[src/rtl/pol2rec_wind_pkg.sv]
// Shared fixed-point formats, angle constants, gain constant and state encoding
// for the polar/rectangular CORDIC converters.
package pol2rec_wind_pkg;

    localparam int DATA_W   = 16;
    localparam int INT_W    = 20;
    localparam int FRAC_MOD = 10;
    localparam int FRAC_ANG = 7;

    localparam logic signed [15:0] ANG90_Q87   = 16'sd11520;
    localparam logic signed [15:0] ANG180_Q87  = 16'sd23040;
    localparam logic signed [19:0] ANG90_Q911  = 20'sd184320;
    localparam logic signed [19:0] ANG180_Q911 = 20'sd368640;

    // 1/K in Q0.16
    localparam logic [16:0] INV_K = 17'd39797;

    typedef enum logic [1:0] {
        ST_IDLE  = 2'd0,
        ST_SCALE = 2'd1,
        ST_ROT   = 2'd2,
        ST_DONE  = 2'd3
    } state_t;

    function automatic logic signed [15:0] sat16(input logic signed [20:0] v);
        logic signed [15:0] r;
        if (v > 21'sd32767) begin
            r = 16'sd32767;
        end else if (v < -21'sd32768) begin
            r = -16'sd32768;
        end else begin
            r = v[15:0];
        end
        return r;
    endfunction

endpackage

[src/rtl/pol2rec_wind_atan_rom.sv]
// Combinational atan(2^-i) table in Q9.11 degrees, indexed by iteration count.
module cordic_atan_rom (
    input  logic [3:0]  idx,
    output logic [19:0] atan
);

    // Table lookup
    always_comb begin
        case (idx)
            4'd0:    atan = 20'd92160;
            4'd1:    atan = 20'd54405;
            4'd2:    atan = 20'd28746;
            4'd3:    atan = 20'd14592;
            4'd4:    atan = 20'd7324;
            4'd5:    atan = 20'd3666;
            4'd6:    atan = 20'd1833;
            4'd7:    atan = 20'd917;
            4'd8:    atan = 20'd458;
            4'd9:    atan = 20'd229;
            4'd10:   atan = 20'd115;
            4'd11:   atan = 20'd57;
            4'd12:   atan = 20'd29;
            4'd13:   atan = 20'd14;
            4'd14:   atan = 20'd7;
            4'd15:   atan = 20'd4;
            default: atan = 20'd0;
        endcase
    end

endmodule

[src/rtl/pol2rec_wind.sv]
// Iterative CORDIC polar-to-rectangular converter (Q5.10 magnitude, Q8.7 degrees).
// Define POL2REC_GAINCOMP_EN to add a SCALE state that removes the CORDIC gain.
module pol2rec_wind
    import pol2rec_wind_pkg::*;
#(
    parameter int ITER = 16
) (
    input  logic                     clock,
    input  logic                     reset,
    input  logic                     start,
    input  logic signed [DATA_W-1:0] mod,
    input  logic signed [DATA_W-1:0] angle,
    output logic signed [DATA_W-1:0] x,
    output logic signed [DATA_W-1:0] y,
    output logic                     busy,
    output logic                     done
);

    state_t                   state_r, state_nxt_s;
    logic [3:0]               cnt_r;
    logic signed [INT_W-1:0]  xr_r, yr_r, zr_r;
    logic signed [DATA_W-1:0] x_r, y_r;
    logic                     busy_r, done_r;
    logic                     load_s, busy_nxt_s, done_nxt_s, last_s;
    logic signed [DATA_W-1:0] mod_c_s, ang_c_s;
    logic signed [INT_W-1:0]  z_in_s, m4_s, x0_s, z0_s, xs_s, ys_s, atan_s;
    logic [INT_W-1:0]         atan_u_s;
    logic signed [INT_W:0]    xo_s, yo_s;
`ifdef POL2REC_GAINCOMP_EN
    logic signed [INT_W+17:0] prod_s;
    logic signed [INT_W-1:0]  scaled_s;
`endif

    cordic_atan_rom u_rom (
        .idx  (cnt_r),
        .atan (atan_u_s)
    );

    assign x      = x_r;
    assign y      = y_r;
    assign busy   = busy_r;
    assign done   = done_r;
    assign atan_s = $signed(atan_u_s);
    assign last_s = (cnt_r == 4'(ITER - 1));

    // State register
    always_ff @(posedge clock or negedge reset) begin
        if (!reset) begin
            state_r <= ST_IDLE;
        end else begin
            state_r <= state_nxt_s;
        end
    end

    // Next-state logic
    always_comb begin
        state_nxt_s = state_r;
        case (state_r)
            ST_IDLE: begin
                if (start) begin
`ifdef POL2REC_GAINCOMP_EN
                    state_nxt_s = ST_SCALE;
`else
                    state_nxt_s = ST_ROT;
`endif
                end else begin
                    state_nxt_s = ST_IDLE;
                end
            end
            ST_SCALE: state_nxt_s = ST_ROT;
            ST_ROT: begin
                if (last_s) begin
                    state_nxt_s = ST_DONE;
                end else begin
                    state_nxt_s = ST_ROT;
                end
            end
            ST_DONE: state_nxt_s = ST_IDLE;
            default: state_nxt_s = ST_IDLE;
        endcase
    end

    // FSM outputs; busy/done are registered from the next state
    always_comb begin
        load_s     = (state_r == ST_IDLE) && start;
        busy_nxt_s = (state_nxt_s != ST_IDLE);
        done_nxt_s = (state_r == ST_DONE);
    end

    // Input clamping and quadrant pre-rotation into the +/-90 deg range
    always_comb begin
        if (mod < 16'sd0) begin
            mod_c_s = 16'sd0;
        end else begin
            mod_c_s = mod;
        end
        if (angle > ANG180_Q87) begin
            ang_c_s = ANG180_Q87;
        end else if (angle < -ANG180_Q87) begin
            ang_c_s = -ANG180_Q87;
        end else begin
            ang_c_s = angle;
        end
        z_in_s = {ang_c_s, 4'b0000};
        m4_s   = {2'b00, mod_c_s, 2'b00};
        if (ang_c_s > ANG90_Q87) begin
            x0_s = -m4_s;
            z0_s = z_in_s - ANG180_Q911;
        end else if (ang_c_s < -ANG90_Q87) begin
            x0_s = -m4_s;
            z0_s = z_in_s + ANG180_Q911;
        end else begin
            x0_s = m4_s;
            z0_s = z_in_s;
        end
    end

    // Shifted operands and rounded (guard bits removed) results
    always_comb begin
        xs_s = xr_r >>> cnt_r;
        ys_s = yr_r >>> cnt_r;
        xo_s = {xr_r[INT_W-1], xr_r} + 21'sd2;
        yo_s = {yr_r[INT_W-1], yr_r} + 21'sd2;
`ifdef POL2REC_GAINCOMP_EN
        prod_s   = xr_r * $signed({1'b0, INV_K});
        scaled_s = prod_s[INT_W+15:16];
`endif
    end

    // CORDIC datapath: load, optional gain scaling, micro-rotations
    always_ff @(posedge clock or negedge reset) begin
        if (!reset) begin
            xr_r  <= 20'sd0;
            yr_r  <= 20'sd0;
            zr_r  <= 20'sd0;
            cnt_r <= 4'd0;
        end else if (load_s) begin
            xr_r  <= x0_s;
            yr_r  <= 20'sd0;
            zr_r  <= z0_s;
            cnt_r <= 4'd0;
`ifdef POL2REC_GAINCOMP_EN
        end else if (state_r == ST_SCALE) begin
            xr_r  <= scaled_s;
`endif
        end else if (state_r == ST_ROT) begin
            if (!zr_r[INT_W-1]) begin
                xr_r <= xr_r - ys_s;
                yr_r <= yr_r + xs_s;
                zr_r <= zr_r - atan_s;
            end else begin
                xr_r <= xr_r + ys_s;
                yr_r <= yr_r - xs_s;
                zr_r <= zr_r + atan_s;
            end
            cnt_r <= cnt_r + 4'd1;
        end else begin
            xr_r  <= xr_r;
            yr_r  <= yr_r;
            zr_r  <= zr_r;
            cnt_r <= cnt_r;
        end
    end

    // Output registers: results captured on completion and held
    always_ff @(posedge clock or negedge reset) begin
        if (!reset) begin
            x_r    <= 16'sd0;
            y_r    <= 16'sd0;
            busy_r <= 1'b0;
            done_r <= 1'b0;
        end else begin
            busy_r <= busy_nxt_s;
            done_r <= done_nxt_s;
            if (state_r == ST_DONE) begin
                x_r <= sat16(xo_s >>> 2);
                y_r <= sat16(yo_s >>> 2);
            end else begin
                x_r <= x_r;
                y_r <= y_r;
            end
        end
    end

endmodule

[config.mk]
export PLATFORM = sky130hd
export DESIGN_NAME = pol2rec_wind
export DESIGN_NICKNAME = d
export VERILOG_FILES = /design/src/rtl/pol2rec_wind_pkg.sv /design/src/rtl/pol2rec_wind_atan_rom.sv /design/src/rtl/pol2rec_wind.sv
export SDC_FILE = /design/constraint.sdc
export NUM_CORES = 1
export LEC_CHECK = 0
export ABC_CLOCK_PERIOD_IN_PS = 4780
export BUFFER_PORTS_ARGS = -buffer_cell sky130_fd_sc_hd__buf_2
export CAP_MARGIN = 20
export CORE_ASPECT_RATIO = 0.5
export CORE_MARGIN = 8
export CORE_UTILIZATION = 58
export CTS_BUF_LIST = sky130_fd_sc_hd__clkbuf_8
export CTS_CLUSTER_SIZE = 8
export DETAILED_ROUTE_END_ITERATION = 10
export PLACE_DENSITY = 0.79
export SLEW_MARGIN = 20
export SYNTH_ARGS = -nofsm -noshare
export SYNTH_HDL_FRONTEND = slang
export SYNTH_SLANG_ARGS = --single-unit
[constraint.sdc]
create_clock -name clock -period 4.78 [get_ports clock]
set_input_delay 0.478 -clock clock [delete_from_list [all_inputs] [get_ports clock]]
set_output_delay 0.478 -clock clock [all_outputs]
set_load 0.05 [all_outputs]
==> results.cfg, run 1 <==
[place]
placedCellCount = 1820
gp_congestion = 0.957
io_buffers = 68
dp_hpwl_um = 28200

[clock_network]
clock_sinks = 100
ctsHoldBuffers = 0
htreeDepth = 3
cts_inserted_buffers = 9
clock_path_buffers = 2
clkSlewWorstSetupHoldPaths_ns = 0.11
clk-insertion-delay-late_ns = 0.42
cts_root_buffer = clkbuf_8
tritoncts = yes

[synthesis]
netlist_top_cells_area = dfrtp_1 (21%), ha_1 (8.7%), xnor2_1 (6.1%)
synth.distinct_cells = 77
ys.flop_type = dfrtp_1
yosysTopAreaCell = dfrtp_1
synth.avg_cell_area_um2 = 8.28
synth_nets = 1559
ys_ff_latch = 100
async_flop_share_pct = 100
synth-edff-count = 0
yosysTopAreaCellShare_pct = 21.0
yosysSeqAreaShare_pct = 21.0
synthCells = 1438
synth_warnings = 0
netlist_area_mm2 = 0.0119

[run_status]
outcome = complete, but fails checks
violations = setup timing

[setup_path]
slowest_delay_ns = 0.54
crit_required_ns = 5.14
endpoint_kind = register
worstPathMaxFanout = 5
startpoint_type = register
crit_chain = buf_12, buf_12, mux4_2, mux4_2, buf_6, or4_4, nor4_4, nor2_2, xnor2_2, ha_1, nand2_1, or4_4, a31oi_4, a31oi_2, xnor2_1, nand2_1, a21oi_2
cpLargestDelayFamily = simple AND/OR/NAND/NOR gates
crit_type = register to register
cp.arrival_ns = 5.18
cpMaxStageDelayCell = or4_4
path_buf_inv = 3

[grt]
grt_pass1_wl_um = 59400
grt_pass1_vias = 11344
grt_overflow_total = 0
grt_max_degree = 66
grt_use_total_pct = 28.7
antenna_found_initial = 1

[cells_and_area]
layout_commonest_cell = buf_4
stdcell_count = 1870
area_growth_pct = 19.3
insertedDiodeCount = 0
utilization_pct = 69.9
layout-drive-gt1-share_pct = 26.5
final_cell_mix = buf_4 (160), nor2_1 (155), a21oi_1 (131)
nNetsFinal = 1714

[routing]
drc = 0
postRouteAntennaNets = 0
wire_per_inst_um = 20.2
drtIter0Drc = 1514
num_vias = 11971
first_pass_iters = 5
wirelength_um = 37700
viasPerCell = 6.40

[die]
ioPinCount = 69
core_mm2 = 0.0203
die_w_um = 219
num_rows = 37
start_util_pct = 58.6
fp.dieH_um = 117
fp.dieArea_mm2 = 0.0256

[hold_path]
hold_class = input port to async pin

[timing]
relSlewSlack_pct = 32.0
rsz0062_at_grt = true
setup_violations = 1
fmax_mhz = 208
setup-tns-final_ns = -0.0386
finalCritPeriodShare_pct = 101
min_period_ns = 4.82
finalHoldViolCount = 0
setup_ws_ns = -0.0386
worst_pin_slew_ns = 1.02
slew_viol_final = 0
fin_skew_ns = 0.0187

[job]
cap_viol_max_count = 0
[path summary, 6_finish.rpt]
kind | start | to | slack (ns) | cells past startpoint
worst max-delay path | cnt_r[0]$_DFFE_PN0P_ | xr_r[19]$_DFFE_PN0P_ | -0.04 | 17
worst min-delay path | reset | state_r[1]$_DFF_PN0_ | 0.17 | 1
worst max register to register | cnt_r[0]$_DFFE_PN0P_ | xr_r[19]$_DFFE_PN0P_ | -0.04 | 17
worst min register to register | y[1]$_DFFE_PN0P_ | y[1]$_DFFE_PN0P_ | 0.48 | 1
max in group asynchronous | reset | yr_r[16]$_DFFE_PN0P_ | 3.59 | 2
min in group clock | angle[5] | zr_r[9]$_DFFE_PN0P_ | 0.28 | 3
[sequential cells by signal, indices dropped and copies added, names as in the netlist, 2 cells and up]
signal	cells
cnt_r	4
state_r	2
x	16
xr_r	20
y	16
yr_r	20
zr_r	20
[synth_stat cells (all sizes together) (16+ instances only)]
cell type / n
and3: 16
a21oi: 143
a211oi: 17
o22ai: 16
a21o: 17
mux4: 43
ha: 83
buf: 28
nor2b: 25
mux2: 20
nor2: 157
nand3: 26
a31oi: 19
xnor2: 83
o21ai: 76
clkbuf: 68
mux2i: 66
nor3: 29
dfrtp: 100
nand2b: 21
o21a: 28
nand2: 91
o211ai: 26
inv: 55
xor2: 50
[stage by stage]
stage / setup WS [ns] / hold WS [ns] / instance area, um2
finish: -0.0386 / 0.166 / 14200
global route: -0.187 / 0.210 / 14200
CTS: -0.00815 / 0.193 / 13500
detailed placement: -0.187 / 0.463 / 13300
global placement: 0.00629 / 0.455 / 13300
floorplan: -0.00417 / 0.182 / 12000
[cell type report]
cell class	instances	area, um2
Inverter	56	218
Sequential cell	100	2510
Multi-Input combinational cell	1186	9220
Clock inverter	6	42.5
Fill cell	1610	6120
Clock buffer	9	124
Timing Repair Buffer	240	1750
Tap cell	273	342
[repair_timing]
action,in CTS,in global routing
cloned,0,2
pin swaps,8,40
endpoints found under the setup margin,11,23
setup buffers,7,26
gates resized for setup,17,101
[cells by family after synthesis]
logic type / share of synthesized area [%]
AND/OR/NAND/NOR: 17.6
adder cells (fa/ha/maj): 9.23
flip-flops: 21.0
buffers and inverters: 5.46
XOR/XNOR: 9.79
AO/OA/AOI/OAI: 21.0
multiplexers: 16.0
[metal layers]
metal / up-vias / GRT usage (%) / routed length [um]
li1: 5531 / - / -
met1: 5773 / 39.8 / 16300
met2: 591 / 45.3 / 16900
met3: 74 / 6.11 / 3830
met4: 2 / 7.39 / 704
met5: - / 0 / 13
Power of run 1 is not shown: default switching activity piles up to over one toggle a cycle in this logic, so the estimate is an artifact.
==> run 2, diff against run 1 <==
SETUP_SLACK_MARGIN = 0.15   (was not set)
==> run 2 against run 1 <==
The run now ends clean. Cell area up 1.4%. Critical path depth up 2. Die area unchanged. Via count up 0.64%. Sequential share of layout area down 0.25 points. Global-route usage up 0.58 points.
==> results.cfg, run 2 (same netlist as run 1, synthesis figures left out) <==
[grt]
antenna_found_initial = 0
grt_use_total_pct = 29.3
grt_pass1_vias = 11303
grt_pass1_wl_um = 60300
grt_overflow_total = 0
grt_max_degree = 66

[setup_path]
crit_start = cnt_r[1]$_DFFE_PN0P_
startpoint_type = register
crit_type = register to register
crit_chain = buf_6, buf_12, mux4_2, mux4_2, inv_2, ha_4, nor3b_4, a31oi_1, xor2_1, ha_2, buf_6, and3_4, a31oi_4, or4_4, a31oi_4, a31oi_4, xnor2_1, nand2_1, a21oi_2
worstRegToRegCells = 19
crit_end = xr_r[19]$_DFFE_PN0P_
cpLargestDelayFamily = simple AND/OR/NAND/NOR gates
path_buf_inv = 4
rrSetupSlack_ns = 0.02
endpoint_kind = register
worstPathMaxFanout = 7
timing.rr.end = xr_r[19]$_DFFE_PN0P_
r2r_start = cnt_r[1]$_DFFE_PN0P_
slowest_delay_ns = 0.57
cpMostUsedCell = a31oi_4
cp.arrival_ns = 5.10
cp.depth = 19
cpMaxStageDelayCell = mux4_2
crit_required_ns = 5.11

[routing]
drtIter0Drc = 1294
wire_per_inst_um = 20.6
wirelength_um = 38600
first_pass_iters = 6
postRouteAntennaNets = 0
drc = 0
num_vias = 12048
viasPerCell = 6.43

[cells_and_area]
top_regs = xr_r: 20 flops, yr_r: 20 flops, zr_r: 20 flops
multi_input_area_mm2 = 0.00931
insertedDiodeCount = 0
final_cell_mix = buf_4 (159), nor2_1 (153), a21oi_1 (123)
nNetsFinal = 1716
fillers = 1554
layout_commonest_cell = buf_4
area_growth_pct = 21.0
stdcell_count = 1873
seqCellArea_mm2 = 0.00250
layout-drive-gt1-share_pct = 26.9

[place]
dp_hpwl_um = 28200
gp_congestion = 0.947
io_buffers = 68
placedCellCount = 1802

[timing]
min_period_ns = 4.76
fmax_mhz = 210
rsz0062_at_grt = true
slew_viol_final = 0
setup_violations = 0
fin_skew_ns = 0.0161
relSlewSlack_pct = 30.0
worst_pin_slew_ns = 1.05
finalCritPeriodShare_pct = 99.7
finalHoldViolCount = 0

[die]
start_util_pct = 58.6
fp.dieH_um = 117
die_w_um = 219
core_mm2 = 0.0203
ioPinCount = 69
fp.dieArea_mm2 = 0.0256
num_rows = 37

[clock_network]
ctsHoldBuffers = 0
clock_path_buffers = 2
clkSlewWorstSetupHoldPaths_ns = 0.11
clock_sinks = 100
htreeDepth = 3
cts_root_buffer = clkbuf_8
tritoncts = yes
clk-insertion-delay-late_ns = 0.41
cts_inserted_buffers = 9

[job]
cap_viol_max_count = 0

[hold_path]
hold_class = input port to async pin

[run_status]
outcome = complete, no violations
-- run 2: worst min path at each step --
stage                                       to  depth (start not counted)
after floorplan                 busy$_DFF_PN0_                          0
after global placement       y[13]$_DFFE_PN0P_                          1
after detailed placement     y[11]$_DFFE_PN0P_                          1
after CTS                 zr_r[10]$_DFFE_PN0P_                          1
after global routing       zr_r[3]$_DFFE_PN0P_                          1
final                      zr_r[2]$_DFFE_PN0P_                          1
-- run 2: area by class of cell --
class                           count  area share (%)
Tap cell                          273            2.37
Clock buffer                       10           0.956
Clock inverter                      6           0.478
Timing Repair Buffer              242            12.6
Sequential cell                   100            17.4
Inverter                           56            1.50
Multi-Input combinational cell   1186            64.7
-- run 2: per-layer routing --
| layer | vias up | GRT usage, % | part of all wire (%) | wire (um) |
|---|---|---|---|---|
| met5 | - | 0 | 0 | 0 |
| met1 | 5745 | 41.2 | 43 | 16700 |
| li1 | 5555 | - | - | - |
| met4 | 0 | 7.35 | 1.9 | 742 |
| met2 | 671 | 45.3 | 44 | 16900 |
| met3 | 77 | 6.49 | 11 | 4230 |
-- run 2: worst reg2reg max path: stages (launching register included) --
cell and delay [ns]:
dfrtp_2 0.49, buf_6 0.16, buf_12 0.12, mux4_2 0.49, mux4_2 0.57, inv_2 0.11
ha_4 0.13, nor3b_4 0.23, a31oi_1 0.13, xor2_1 0.17, ha_2 0.34, buf_6 0.11
and3_4 0.20, a31oi_4 0.10, or4_4 0.56, a31oi_4 0.24, a31oi_4 0.12, xnor2_1 0.16
nand2_1 0.09, a21oi_2 0.16
-- run 2: per-stage QoR --
step	setup TNS (ns)	hold WS, ns	instance area (um2)	utilization (%)	worst slack, ns
after global placement	-0.0140	0.456	13200	64.8	-0.0140
after floorplan	0	0.182	12000	-	0.0429
after CTS	0	0.0766	13800	68.1	0.0616
after global routing	-1.10	0.104	14400	70.9	-0.151
final	0	0.0659	14400	70.9	0.0158
after detailed placement	-0.336	0.463	13200	64.8	-0.125
-- run 2: repair_timing --
action                     in CTS  in global routing
setup endpoints to repair      19                 31
setup buffers                  27                 24
pin swaps                      23                 32
gates cloned                    2                  2
resized for setup              55                 75
Power of run 2 is left out for the same reason.
==> run 3, diff against run 2 <==
ABC_CLOCK_PERIOD_IN_PS = 5000   (was 4780)
CORE_UTILIZATION = 60   (was 58)
clock period = 5 ns   (was 4.78 ns; I/O delays follow)
==> run 3 against run 2 <==
Fmax increased by 0.16%. Critical path depth unchanged. Worst setup slack improved by 0.23 ns. Core utilization decreased by 0.59 points. First-iteration DRC count decreased by 11%. Sequential share of layout area increased by 0.93 points. Non-clock buffer count decreased by 61. Highest routed layer unchanged. Global-route usage decreased by 1.3 points.
==> results.cfg, run 3 (same netlist as run 1, synthesis figures left out) <==
[cells_and_area]
insertedDiodeCount = 0
fillers = 1525
final_cell_mix = nor2_1 (153), a21oi_1 (133), buf_4 (104)
area_growth_pct = 14.9
layout_commonest_cell = nor2_1
top_regs = xr_r: 20 flops, yr_r: 20 flops, zr_r: 20 flops
nNetsFinal = 1655
layout-drive-gt1-share_pct = 22.3

[routing]
drtIter0Drc = 1147
wirelength_um = 36900
viasPerCell = 6.52
postRouteAntennaNets = 0
num_vias = 11759
drc = 0
first_pass_iters = 7
wire_per_inst_um = 20.5

[die]
ioPinCount = 69
die_w_um = 215
num_rows = 36
fp.dieH_um = 116
core_mm2 = 0.0195
start_util_pct = 61.2
fp.dieArea_mm2 = 0.0249

[setup_path]
rrSetupSlack_ns = 0.24
crit_required_ns = 5.33
endpoint_kind = register
timing.rr.end = zr_r[16]$_DFFE_PN0P_
crit_chain = inv_1, buf_4, ha_1, mux4_2, nor3b_4, nand2_1, nor2_2, and3_4, nor2b_4, a21oi_2, xor2_1, ha_1, and2_4, or4_4, o221a_4, a311oi_2, xnor2_1, mux2i_1, a21oi_1
cpMaxStageDelayCell = mux4_2
cpMostUsedCell = ha_1
worstPathMaxFanout = 11
startpoint_type = register
cp.arrival_ns = 5.09
crit_type = register to register
r2r_start = cnt_r[0]$_DFFE_PN0P_
slowest_delay_ns = 0.55
worstRegToRegCells = 19
crit_start = cnt_r[0]$_DFFE_PN0P_

[grt]
grt_pass1_wl_um = 57000
antenna_found_initial = 0
grt_overflow_total = 0
grt_max_degree = 66
grt_pass1_vias = 10878
grt_use_total_pct = 28.0

[clock_network]
clk-insertion-delay-late_ns = 0.41
clock_sinks = 100
clock_path_buffers = 2
tritoncts = yes
clkSlewWorstSetupHoldPaths_ns = 0.10
htreeDepth = 3
ctsHoldBuffers = 0
cts_root_buffer = clkbuf_8
cts_inserted_buffers = 9

[timing]
rsz0062_at_grt = true
setup_violations = 0
finalHoldViolCount = 0
min_period_ns = 4.76
finalCritPeriodShare_pct = 95.1
fmax_mhz = 210
setup-tns-final_ns = 0
relSlewSlack_pct = 31.0
slew_viol_final = 0
fin_skew_ns = 0.0118
worst_pin_slew_ns = 1.03

[place]
dp_hpwl_um = 27100
io_buffers = 68
gp_congestion = 1.01

[hold_path]
hold_class = input port to async pin

[job]
cap_viol_max_count = 0

[run_status]
outcome = complete, no violations
==> run 3: changes by cell type in the layout (fill, tap and decap cells not counted), sizes merged <==
cell / change
buf: -61
clkinv: +2
inv: -2
bufinv: +1
clkbuf: -1
clkinvlp: -1
==> run 3: routing by layer <==
metal / GRT usage (%) / routed length, um
met1: 38.0 / 15900
met2: 43.3 / 16000
met3: 7.79 / 4200
met4: 8.21 / 817
met5: 0 / 0
==> run 3: worst max-delay path, delay by kind of cell (launching register included) <==
kind,cells,cell delay [ns]
simple gates,7,1.52
flops,1,0.42
buf+inv,2,0.43
mux,2,0.64
compound gates,4,0.75
xor+xnor,2,0.38
fa+ha+maj,2,0.55
==> run 3: layout make-up <==
cell class	instances	area [um2]	share of cell area, %
flip-flops and latches	100	2510	18.3
inverters	56	214	1.56
clock buffers	9	124	0.906
well taps	266	333	2.43
clock inverters	6	87.6	0.640
repair buffers	181	1320	9.66
multi-input cells	1186	9090	66.5
==> run 3: timing repair <==
item	4_1_cts	5_1_grt
gates cloned	1	2
setup endpoints to repair	3	22
gates resized for setup	2	82
pin swaps	0	44
setup buffers	2	40
==> run 3: how the worst max path moves through the flow <==
stage          slack, ns                    to  cells after the start
6_report            0.24  zr_r[16]$_DFFE_PN0P_                     19
5_1_grt             0.04  yr_r[19]$_DFFE_PN0P_                     18
4_1_cts             0.16  xr_r[19]$_DFFE_PN0P_                     20
3_5_place_dp        0.12  xr_r[19]$_DFFE_PN0P_                     20
3_3_place_gp        0.17  xr_r[19]$_DFFE_PN0P_                     20
2_1_floorplan       0.15  zr_r[16]$_DFFE_PN0P_                     22
==> run 3: through the flow <==
stage	util [%]	area, um2	hold slack (ns)	setup slack (ns)	instances
2_1_floorplan	-	11900	0.204	0.152	1438
3_3_place_gp	65.6	12800	0.455	0.167	1744
3_5_place_dp	65.6	12800	0.462	0.120	1744
4_1_cts	67.0	13000	0.146	0.162	1762
5_1_grt	70.3	13700	0.184	0.0361	1804
6_report	70.3	13700	0.124	0.243	1804
Power of run 3 is left out for the same reason.
